[config.mk]
export PLATFORM = sky130hd
export DESIGN_NAME = divider_arbiter
export DESIGN_NICKNAME = d
export VERILOG_FILES = /design/src/rtl/divider_arbiter_pkg.sv /design/src/rtl/divider_arbiter_rr_arbiter.sv /design/src/rtl/divider_arbiter.sv
export SDC_FILE = /design/constraint.sdc
export NUM_CORES = 1
export LEC_CHECK = 0
export ABC_AREA = 0
export ABC_CLOCK_PERIOD_IN_PS = 6000
export BUFFER_PORTS_ARGS = -buffer_cell sky130_fd_sc_hd__buf_2
export CAP_MARGIN = 40
export CORE_AREA = 2 2 62 87
export DETAILED_ROUTE_END_ITERATION = 6
export DIE_AREA = 0 0 64 89
export PLACE_DENSITY = 0.88
export SYNTH_ARGS = -nofsm -noshare
export SYNTH_HDL_FRONTEND = slang
export SYNTH_SLANG_ARGS = --single-unit
[constraint.sdc]
create_clock -name clk -period 6 [get_ports clk]
set_input_delay 0.9 -clock clk [delete_from_list [all_inputs] [get_ports clk]]
set_output_delay 0.9 -clock clk [all_outputs]
set_load 0.01 [all_outputs]
[src/rtl/divider_arbiter_pkg.sv]
// Shared state encoding and default operand widths for the divider arbiter
// and the general_divider it fronts.
package div_pkg;

  localparam int DIV_WIDTH_A = 8;
  localparam int DIV_WIDTH_B = 4;

  typedef enum logic [1:0] {
    IDLE   = 2'd0,
    LAUNCH = 2'd1,
    WAIT   = 2'd2,
    RESP   = 2'd3
  } state_e;

  function automatic int id_width(input int n);
    return (n > 1) ? $clog2(n) : 1;
  endfunction

endpackage

[src/rtl/divider_arbiter_rr_arbiter.sv]
// Round-robin arbiter: search begins one past the last granted index.
// The pointer only moves when a grant is actually taken (en_i high).
module rr_arbiter #(
  parameter int N_REQ = 4,
  parameter int IDW   = 2
) (
  input  logic             clk,
  input  logic             rst_n,
  input  logic             en_i,
  input  logic [N_REQ-1:0] req_i,
  output logic [N_REQ-1:0] gnt_o,
  output logic [IDW-1:0]   gnt_idx_o,
  output logic             any_o
);

  logic [IDW-1:0] last_q, last_d;
  logic           found;
  int             k;

  always_comb begin
    gnt_o     = '0;
    gnt_idx_o = '0;
    found     = 1'b0;
    k         = 0;
    for (int i = 1; i <= N_REQ; i++) begin
      k = int'(last_q) + i;
      if (k >= N_REQ) k = k - N_REQ;
      if (en_i && !found && req_i[IDW'(k)]) begin
        found            = 1'b1;
        gnt_o[IDW'(k)]   = 1'b1;
        gnt_idx_o        = IDW'(k);
      end
    end
  end

  assign any_o  = found;
  assign last_d = found ? gnt_idx_o : last_q;

  always_ff @(posedge clk or negedge rst_n) begin
    if (!rst_n) last_q <= IDW'(N_REQ - 1);
    else        last_q <= last_d;
  end

endmodule

[src/rtl/divider_arbiter.sv]
// Shares one general_divider among N_REQ requesters (round-robin).
// Optional WAIT watchdog is built when DIV_ARB_TIMEOUT_EN is defined.
module divider_arbiter
  import div_pkg::*;
#(
  parameter int WIDTH_A = DIV_WIDTH_A,
  parameter int WIDTH_B = DIV_WIDTH_B,
  parameter int N_REQ   = 4,
  parameter int TIMEOUT = 64
) (
  input  logic                        clk,
  input  logic                        rst_n,
  input  logic [N_REQ-1:0]            req_valid,
  output logic [N_REQ-1:0]            req_ready,
  input  logic [N_REQ*WIDTH_A-1:0]    req_a,
  input  logic [N_REQ*WIDTH_B-1:0]    req_b,
  output logic                        rsp_valid,
  input  logic                        rsp_ready,
  output logic [id_width(N_REQ)-1:0]  rsp_id,
  output logic [WIDTH_A-1:0]          rsp_q,
  output logic [WIDTH_B-1:0]          rsp_r,
  output logic                        rsp_err,
  output logic [WIDTH_A-1:0]          div_a,
  output logic [WIDTH_B-1:0]          div_b,
  output logic                        div_start,
  input  logic [WIDTH_A-1:0]          div_q,
  input  logic [WIDTH_B-1:0]          div_r,
  input  logic                        div_done,
  output logic                        busy
);

  localparam int IDW = id_width(N_REQ);

  state_e state_q, state_d;

  logic [N_REQ-1:0]   gnt;
  logic [IDW-1:0]     gnt_idx;
  logic               take;
  logic               zero_div;
  logic               tmo;

  logic [WIDTH_A-1:0] a_arr [N_REQ];
  logic [WIDTH_B-1:0] b_arr [N_REQ];
  logic [WIDTH_A-1:0] sel_a;
  logic [WIDTH_B-1:0] sel_b;

  logic [WIDTH_A-1:0] a_q, a_d;
  logic [WIDTH_B-1:0] b_q, b_d;
  logic [IDW-1:0]     id_q, id_d;
  logic [WIDTH_A-1:0] quot_q, quot_d;
  logic [WIDTH_B-1:0] rem_q, rem_d;
  logic               err_q, err_d;

  for (genvar i = 0; i < N_REQ; i++) begin : g_unpack
    assign a_arr[i] = req_a[i*WIDTH_A +: WIDTH_A];
    assign b_arr[i] = req_b[i*WIDTH_B +: WIDTH_B];
  end

  // Grants only in IDLE, and never while reset is asserted.
  rr_arbiter #(
    .N_REQ (N_REQ),
    .IDW   (IDW)
  ) u_arb (
    .clk       (clk),
    .rst_n     (rst_n),
    .en_i      (rst_n && (state_q == IDLE)),
    .req_i     (req_valid),
    .gnt_o     (gnt),
    .gnt_idx_o (gnt_idx),
    .any_o     (take)
  );

  assign sel_a    = a_arr[gnt_idx];
  assign sel_b    = b_arr[gnt_idx];
  assign zero_div = (sel_b == '0);

`ifdef DIV_ARB_TIMEOUT_EN
  localparam int CW = $clog2(TIMEOUT + 1);

  logic [CW-1:0] cnt_q, cnt_d;

  assign tmo   = (state_q == WAIT) && (cnt_q == CW'(TIMEOUT - 1));
  assign cnt_d = (state_q == WAIT) ? cnt_q + 1'b1 : '0;

  always_ff @(posedge clk or negedge rst_n) begin
    if (!rst_n) cnt_q <= '0;
    else        cnt_q <= cnt_d;
  end
`else
  assign tmo = 1'b0;
`endif

  always_comb begin
    state_d = state_q;
    unique case (state_q)
      IDLE:    if (take) state_d = zero_div ? RESP : LAUNCH;
      LAUNCH:  state_d = WAIT;
      WAIT:    if (div_done || tmo) state_d = RESP;
      RESP:    if (rsp_ready) state_d = IDLE;
      default: state_d = IDLE;
    endcase
  end

  always_comb begin
    a_d    = a_q;
    b_d    = b_q;
    id_d   = id_q;
    quot_d = quot_q;
    rem_d  = rem_q;
    err_d  = err_q;
    if (take) begin
      a_d  = sel_a;
      b_d  = sel_b;
      id_d = gnt_idx;
      if (zero_div) begin
        quot_d = '1;
        rem_d  = '0;
        err_d  = 1'b1;
      end
    end
    if (state_q == WAIT) begin
      if (div_done) begin
        quot_d = div_q;
        rem_d  = div_r;
        err_d  = 1'b0;
      end else if (tmo) begin
        quot_d = '0;
        rem_d  = '0;
        err_d  = 1'b1;
      end
    end
  end

  always_ff @(posedge clk or negedge rst_n) begin
    if (!rst_n) begin
      state_q <= IDLE;
      a_q     <= '0;
      b_q     <= '0;
      id_q    <= '0;
      quot_q  <= '0;
      rem_q   <= '0;
      err_q   <= 1'b0;
    end else begin
      state_q <= state_d;
      a_q     <= a_d;
      b_q     <= b_d;
      id_q    <= id_d;
      quot_q  <= quot_d;
      rem_q   <= rem_d;
      err_q   <= err_d;
    end
  end

  assign req_ready = gnt;
  assign div_a     = a_q;
  assign div_b     = b_q;
  assign div_start = (state_q == LAUNCH);
  assign rsp_valid = (state_q == RESP);
  assign rsp_id    = id_q;
  assign rsp_q     = quot_q;
  assign rsp_r     = rem_q;
  assign rsp_err   = err_q;
  assign busy      = (state_q != IDLE);

endmodule

======== After elaboration in Yosys (flattened, before gate mapping) ========
Cells that the tools add are included.
word-level totals
  output and inout bits ................... 34
  word-level logic and storage cells ...... 117
  flip-flop bits (word level) ............. 31
  input bits .............................. 68
operators by class
  bitwise gates (word level) .............. 4
  order comparisons ....................... 13
  reduce and logical (&&, ||, !) cells .... 19
  add/subtract/negate cells ............... 8
  multiplexer cells ....................... 59
  eq/ne operators ......................... 6
operators with widths
  cell                                                                                  count
  8-bit two-way mux                                                                     6
  4-bit two-way mux                                                                     10
  2-bit two-way mux                                                                     12
  1-bit two-way mux                                                                     20
  8-bit binary-select mux with 2-bit select                                             1
  2-bit by 4-bit < comparator with 1-bit output (second input constant)                 4
  3-bit greater-or-equal comparator (second input constant)                             4
  1-bit logical AND                                                                     12
  4-bit OR                                                                              3
  1-bit binary-select mux with 2-bit select                                             4
  4-bit binary-select mux with 2-bit select                                             1
  1-bit demux with 2-bit select                                                         4
  2-bit by 1-bit greater-or-equal comparator with 1-bit output (second input constant)  4
  2-bit case mux with 4 select lines                                                    1
  2-bit by 1-bit subtractor with 2-bit output (second input constant)                   4
  2-bit by 2-bit adder with 3-bit output (second input constant)                        2
  2-bit by 3-bit adder with 4-bit output (second input constant)                        1
  2-bit == test (second input constant)                                                 2
  4-bit by 3-bit greater-or-equal comparator with 1-bit output (second input constant)  1
  4-bit logical NOT                                                                     1
  2-bit by 1-bit != test with 1-bit output (second input constant)                      2
  2-bit by 1-bit adder with 3-bit output (second input constant)                        1
  1-bit logical NOT                                                                     3
  2-bit inverter with 3-bit output                                                      1
  5 further kinds                                                                       5

======== Logic depth before layout (Yosys ltp) ========
  depth after elaboration ................. 29
  depth in mapped cells ................... 12

======== By module ========
From an unflattened synthesis, not the netlist that was laid out.
unflattened totals
  cells, all modules ...................... 210
  area total of the unflattened synthesis .. 2,292.2 um^2
by module, submodules not included
  module           cells an instance  sequential area each (um^2)  times used  area each (um^2)
  divider_arbiter  121                725.7                        1           1,560.2
  rr_arbiter       89                 52.6                         1           732.0

======== Worst setup path after synthesis ========
Ideal clock, no wire load.
  kind .................................... register to register
  start point ............................. register u_arb.last_q[1]
  end point ............................... register err_q, in the netlist rsp_err
  data required time ...................... 5.921 ns
  buffers on the path ..................... 3
  arrival ................................. 3.703 ns
  setup slack ............................. 2.218 ns
  stages on the path, launching flop included .. 13
  library setup time ...................... 0.079 ns
  path through ............................ dfstp_2 clkbuf_1 buf_2 inv_1 ha_1 mux4_2 or3_4 a21o_4 a32oi_1 mux2i_1 or4_1 buf_6 o21ai_1
on the way
  word-level cells in the longest chain between the ends .. 29
  elaborated cells between the ends (all ways) .. 55
  classes of those cells .................. add/sub (8); order compare (4); mux (31); bitwise (1); reduce/logical (11)
ends and longest elaborated chain
  element                                                                                           line                              text
  from (decl)                                                                                       divider_arbiter_rr_arbiter.sv:16  logic [IDW-1:0] last_q, last_d;
  from (signal assigned)                                                                            divider_arbiter_rr_arbiter.sv:40  if (!rst_n) last_q <= IDW'(N_REQ - 1);
  from (signal assigned)                                                                            divider_arbiter_rr_arbiter.sv:41  else last_q <= last_d;
  2-bit by 1-bit adder with 3-bit output                                                            divider_arbiter_rr_arbiter.sv:26  k = int'(last_q) + i;
  3-bit greater-or-equal comparator or 2-bit by 1-bit subtractor with 2-bit output (tied branches)  divider_arbiter_rr_arbiter.sv:27  if (k >= N_REQ) k = k - N_REQ;
  2-bit two-way mux                                                                                 divider_arbiter_rr_arbiter.sv:27
  1-bit binary-select mux with 2-bit select                                                         divider_arbiter_rr_arbiter.sv:28  if (en_i && !found && req_i[IDW'(k)]) begin
  1-bit two-way mux (implied by the code) (2 in a row)                                              divider_arbiter_rr_arbiter.sv:28
  1-bit logical AND                                                                                 divider_arbiter_rr_arbiter.sv:28
  1-bit two-way mux                                                                                 divider_arbiter_rr_arbiter.sv:28
  1-bit logical NOT                                                                                 divider_arbiter_rr_arbiter.sv:28
  [... 12 more ...]                                                                                 -
  4-bit binary-select mux with 2-bit select                                                         divider_arbiter.sv:74             assign sel_b = b_arr[gnt_idx];
  4-bit two-way mux (implied by the code) (2 in a row)                                              divider_arbiter.sv:74
  4-bit logical NOT                                                                                 divider_arbiter.sv:75             assign zero_div = (sel_b == '0);
  1-bit two-way mux                                                                                 divider_arbiter.sv:115            if (zero_div) begin
  1-bit two-way mux *                                                                               divider_arbiter.sv:111            if (take) begin
  1-bit two-way mux                                                                                 divider_arbiter.sv:122            if (div_done) begin
  1-bit two-way mux *                                                                               divider_arbiter.sv:121            if (state_q == WAIT) begin
  net err_d                                                                                         divider_arbiter.sv:52             logic err_q, err_d;
  to (signal assigned)                                                                              divider_arbiter.sv:150            err_q <= err_d;
  to (decl)                                                                                         divider_arbiter.sv:52
The timed path passes the listed nets; every way through them passes the cells marked *. The select of a mux whose other input is x is not followed.
A chain may end at the register's enable or synchronous reset.

======== Final worst setup path ========
  start point ............................. register u_arb.last_q[1]
  end point ............................... output req_ready[2]
on the way
  word-level cells in the longest chain between the ends .. 20
  elaborated cells between the ends (all ways) .. 68
  classes of those cells .................. add/sub (8); order compare (12); mux (31); bitwise (3); reduce/logical (14)
ends and longest elaborated chain
  element                                                                                 line                              text
  branches (longest 19 deep; another with 2-bit by 4-bit < comparator with 1-bit output)  -
  4-bit two-way mux *                                                                     divider_arbiter_rr_arbiter.sv:28
  to (decl)                                                                               divider_arbiter.sv:14             output logic [N_REQ-1:0] req_ready,
Mark *: on every way between the ends. The select of a mux whose other input is x is not followed.

==> summary.md <==
| Metric | Value |
|---|---|
| Area leader, netlist | dfrtp_1 |
| Die Y | about 89 µm |
| Clock transition at path regs | approximately 0.07 ns |
| Sequential share of the synthesized area | 0.334 |
| Status | finished, final reports clean |
| TritonRoute pass-1 iters | 5 |
| Reg area | ~780 µm² |
| DR vias/cell | 5.55 |
| Post-layout net count | 412 |
| Area of the multi-input gates | 1440 µm² |
| Net Sw Frac | 0.442 |
| Most used cell, CP | o21ai_0 |
| Fillcell total | about 440 |
| Slew Limit Headroom | 0.460 |
| Total Routing Usage GR | 0.212 |
| Leakage | 1.64 nW |
| Hold Worst Slack | slightly below 0.5 ns |
| Synth unique cells | 45 |
| Final worst-path cycle share | 0.689 |
| Clock sink count | 31 |
| Slowest cell on crit path | dfstp_2 |
| Port-buffer cells | approximately 100 |
| Vias in the first global route | approximately 2100 |
| Final TNS setup | 0 ns |
| Gpl congestion | 0.909 |
| Sequential share of power | 0.307 |
| Starting DRT DRC Count | between 150 and 200 |
| Synth Flop Type | dfrtp_1 |
| Final hold violations | 0 |
| Maximum fanout along the worst path | 19 |
| Ports | 102 |
| Yosys warnings | 0 |
| Final setup viols | 0 |
| Drt drc | 0 |
| Cell Pwr Density | between 400 and 500 nW/µm² |
| Internal | ~0.74 mW |
| Hold_buf cts | 0 |
| Area delta synth->final | 26.5% |
| CTS tree | yes |
| Initial Util | 0.481 |
| Synth Area per Inst | just under 10 µm² |
| Core ar. | around 4800 µm² |
| Yosys top cell area share | 0.311 |
| Max VDD drop | 0.260 mV |
| Initial antenna violation count | 0 |
| R2R Setup Slk | 2.04 ns |
| Clock root cell | clkbuf_8 |
| Tmin final | 4.13 ns |
| Max-cap violation count | 0 |
| Syn nets | around 320 |
| Worst Setup Start Kind | flip-flop |
| EDFF count, synth | 0 |
| Gate Count Post-Synth | between 200 and 250 |
| Critical Path AT | 3.23 ns |
| WS Path Type | flip-flop to output port |
| Wire per inst | roughly 16 µm |
| First-pass GRT wire length | between 9000 and 10000 µm |
| CTS buffer count | 5 |
| Site row count | 30 |
| Fin. max-slew vios | 0 |
| Largest net degree at the start of global routing | 42 |
| Worst path required time | 5.10 ns |
| Final antenna-violating net count | 0 |
| H-tree Lvls | 2 |
| Critical-path cell list | inv_1, ha_1, mux4_2, nor3b_1, o21ai_0, o21ai_0, nand2_1, nand3_1, buf_2 |
| Fraction of registers with async set/reset | 1.00 |
| Crit end category | output port |
| # resized after CTS | 0 |
| Post-DP HPWL | just under 5000 µm |
| Net load switching power | 0.588 mW |
| Worst-Margin Slew | roughly 0.8 ns |
| # diodes | 0 |
| Clock Power Share | 0.116 |
| Routed WL | a little over 6000 µm |
| Gr ovfl total | 0 |
| Mapped Area | roughly 2300 µm² |
| Fmax | ~240 MHz |
| Vias after detailed routing | approximately 2200 |
| Synth top area cells | dfrtp_1 (31%), mux2i_1 (15%), ha_1 (7.0%), mux2_2 (6.8%), nand2_1 (4.0%) |
| Post CTS Setup Buffer Count | 0 |
| Die W | 64 µm |
| Skew final | approximately 0.0043 ns |
| Layout cells sized above 1 | 0.413 |
| Unrepaired setup endpoints after global routing | no |
| Worst path max stage delay | approximately 0.75 ns |
| Clk_lat worst skew | between 0.2 and 0.3 ns |
| Clock Path Buffers | 2 |
| Die area | 5700 µm² |
| Gate power share | 0.577 |
| Worst Hold Class | flip-flop to flip-flop |
| #FFs+latches synth | 31 |
state kept, by name (all words and copies together), names as in the netlist:
register / count
u_arb.last_q: 2
rsp_r: 4
state_q: 2
rsp_id: 2
div_b: 4
rsp_err: 1
div_a: 8
rsp_q: 8
layout make-up:
class	instances	area share
multi-input cells	180	0.490
flip-flops and latches	31	0.264
repair buffers	103	0.178
well taps	64	0.0272
clock buffers	5	0.0233
inverters	10	0.0127
clock inverters	3	0.00509
stage by stage:
stage	cell area (µm²)	instances	utilization	worst slack, ns	power (mW)
2_1_floorplan	2330	235	-	2.22	0.928
3_3_place_gp	2850	387	0.589	2.14	1.13
3_5_place_dp	2850	387	0.589	1.95	1.17
4_1_cts	2940	395	0.606	1.87	1.33
5_1_grt	2950	396	0.609	1.54	1.43
6_report	2950	396	0.609	1.87	1.33
worst max-delay path: cells and delay by family (launching register included):
| kind | cells | cell delay (ns) |
|---|---|---|
| flip-flops | 1 | 0.75 |
| AND/OR/NAND/NOR | 3 | 0.63 |
| multiplexers | 1 | 0.56 |
| adder cells (fa/ha/maj) | 1 | 0.42 |
| buffers and inverters | 2 | 0.31 |
| AO/OA/AOI/OAI | 2 | 0.28 |
power by group through the flow:
stage	combinational, mW	clock [mW]	sequential [mW]
after floorplan	0.507	0	0.421
after global placement	0.730	0	0.404
after detailed placement	0.765	0	0.408
after CTS	0.766	0.161	0.407
after global routing	0.841	0.169	0.421
final	0.767	0.155	0.408
placed cells by master (no fill, tap or decap), types with 2 or more instances in the layout:
cell type	synthesis	routed
clkbuf_8	0	5
mux2_2	14	14
dfstp_2	2	2
mux2i_1	35	35
nand2b_1	2	2
nor2b_1	3	3
and2_1	2	2
a32oi_1	10	10
ha_1	13	13
a22o_1	3	3
nand2_1	25	25
nor2_1	2	2
nor3b_1	3	3
nand3_1	5	5
clkinv_2	0	3
a21oi_1	7	7
a221o_1	2	2
o22ai_1	2	2
buf_2	2	101
o21ai_2	2	2
inv_1	10	10
o21ai_0	13	13
and3_1	8	8
mux4_2	3	3
o21ai_1	8	8
dfrtp_1	29	29
path summary, 6_finish.rpt:
| kind | start | endpoint | cells after the start |
|---|---|---|---|
| max in group asynchronous | rst_n | div_a[4]$_DFFE_PN0N_ | 1 |
| max reg2reg | u_arb.last_q[1]$_DFFE_PN1N_ | rsp_q[1]$_DFF_PN0_ | 9 |
| min reg2reg | rsp_id[1]$_DFFE_PN0N_ | rsp_id[1]$_DFFE_PN0N_ | 2 |
| min in group asynchronous | rst_n | rsp_r[0]$_DFF_PN0_ | 1 |
| max | u_arb.last_q[1]$_DFFE_PN1N_ | req_ready[2] | 9 |
| min | rsp_id[1]$_DFFE_PN0N_ | rsp_id[1]$_DFFE_PN0N_ | 2 |
kinds of logic after synthesis:
kind of cell             Yosys count  share of synthesized area
adder cells (fa/ha/maj)           13                     0.0698
buffers and inverters             24                     0.0478
AO/OA/AOI/OAI                     58                      0.176
flip-flops                        31                      0.334
AND/OR/NAND/NOR                   57                      0.126
multiplexers                      52                      0.247
per-layer routing:
layer,up-vias,GRT usage,share of wire
li1,1069,-,-
met1,1038,0.234,0.39
met2,74,0.398,0.53
met3,18,0.0290,0.047
met4,0,0.101,0.033
met5,-,0,0
cells in the mapped netlist (2+ instances only):
master / n
a21oi_1: 7
a221o_1: 2
a22o_1: 3
a32oi_1: 10
and2_1: 2
and3_1: 8
buf_2: 2
buf_6: 2
clkbuf_1: 9
dfrtp_1: 29
dfstp_2: 2
ha_1: 13
inv_1: 10
mux2_2: 14
mux2i_1: 35
mux4_2: 3
nand2_1: 25
nand2b_1: 2
nand3_1: 5
nor2_1: 2
nor2b_1: 3
nor3b_1: 3
o21ai_0: 13
o21ai_1: 8
o21ai_2: 2
o22ai_1: 2
No activity file was read; power rests on OpenSTA's default activity.
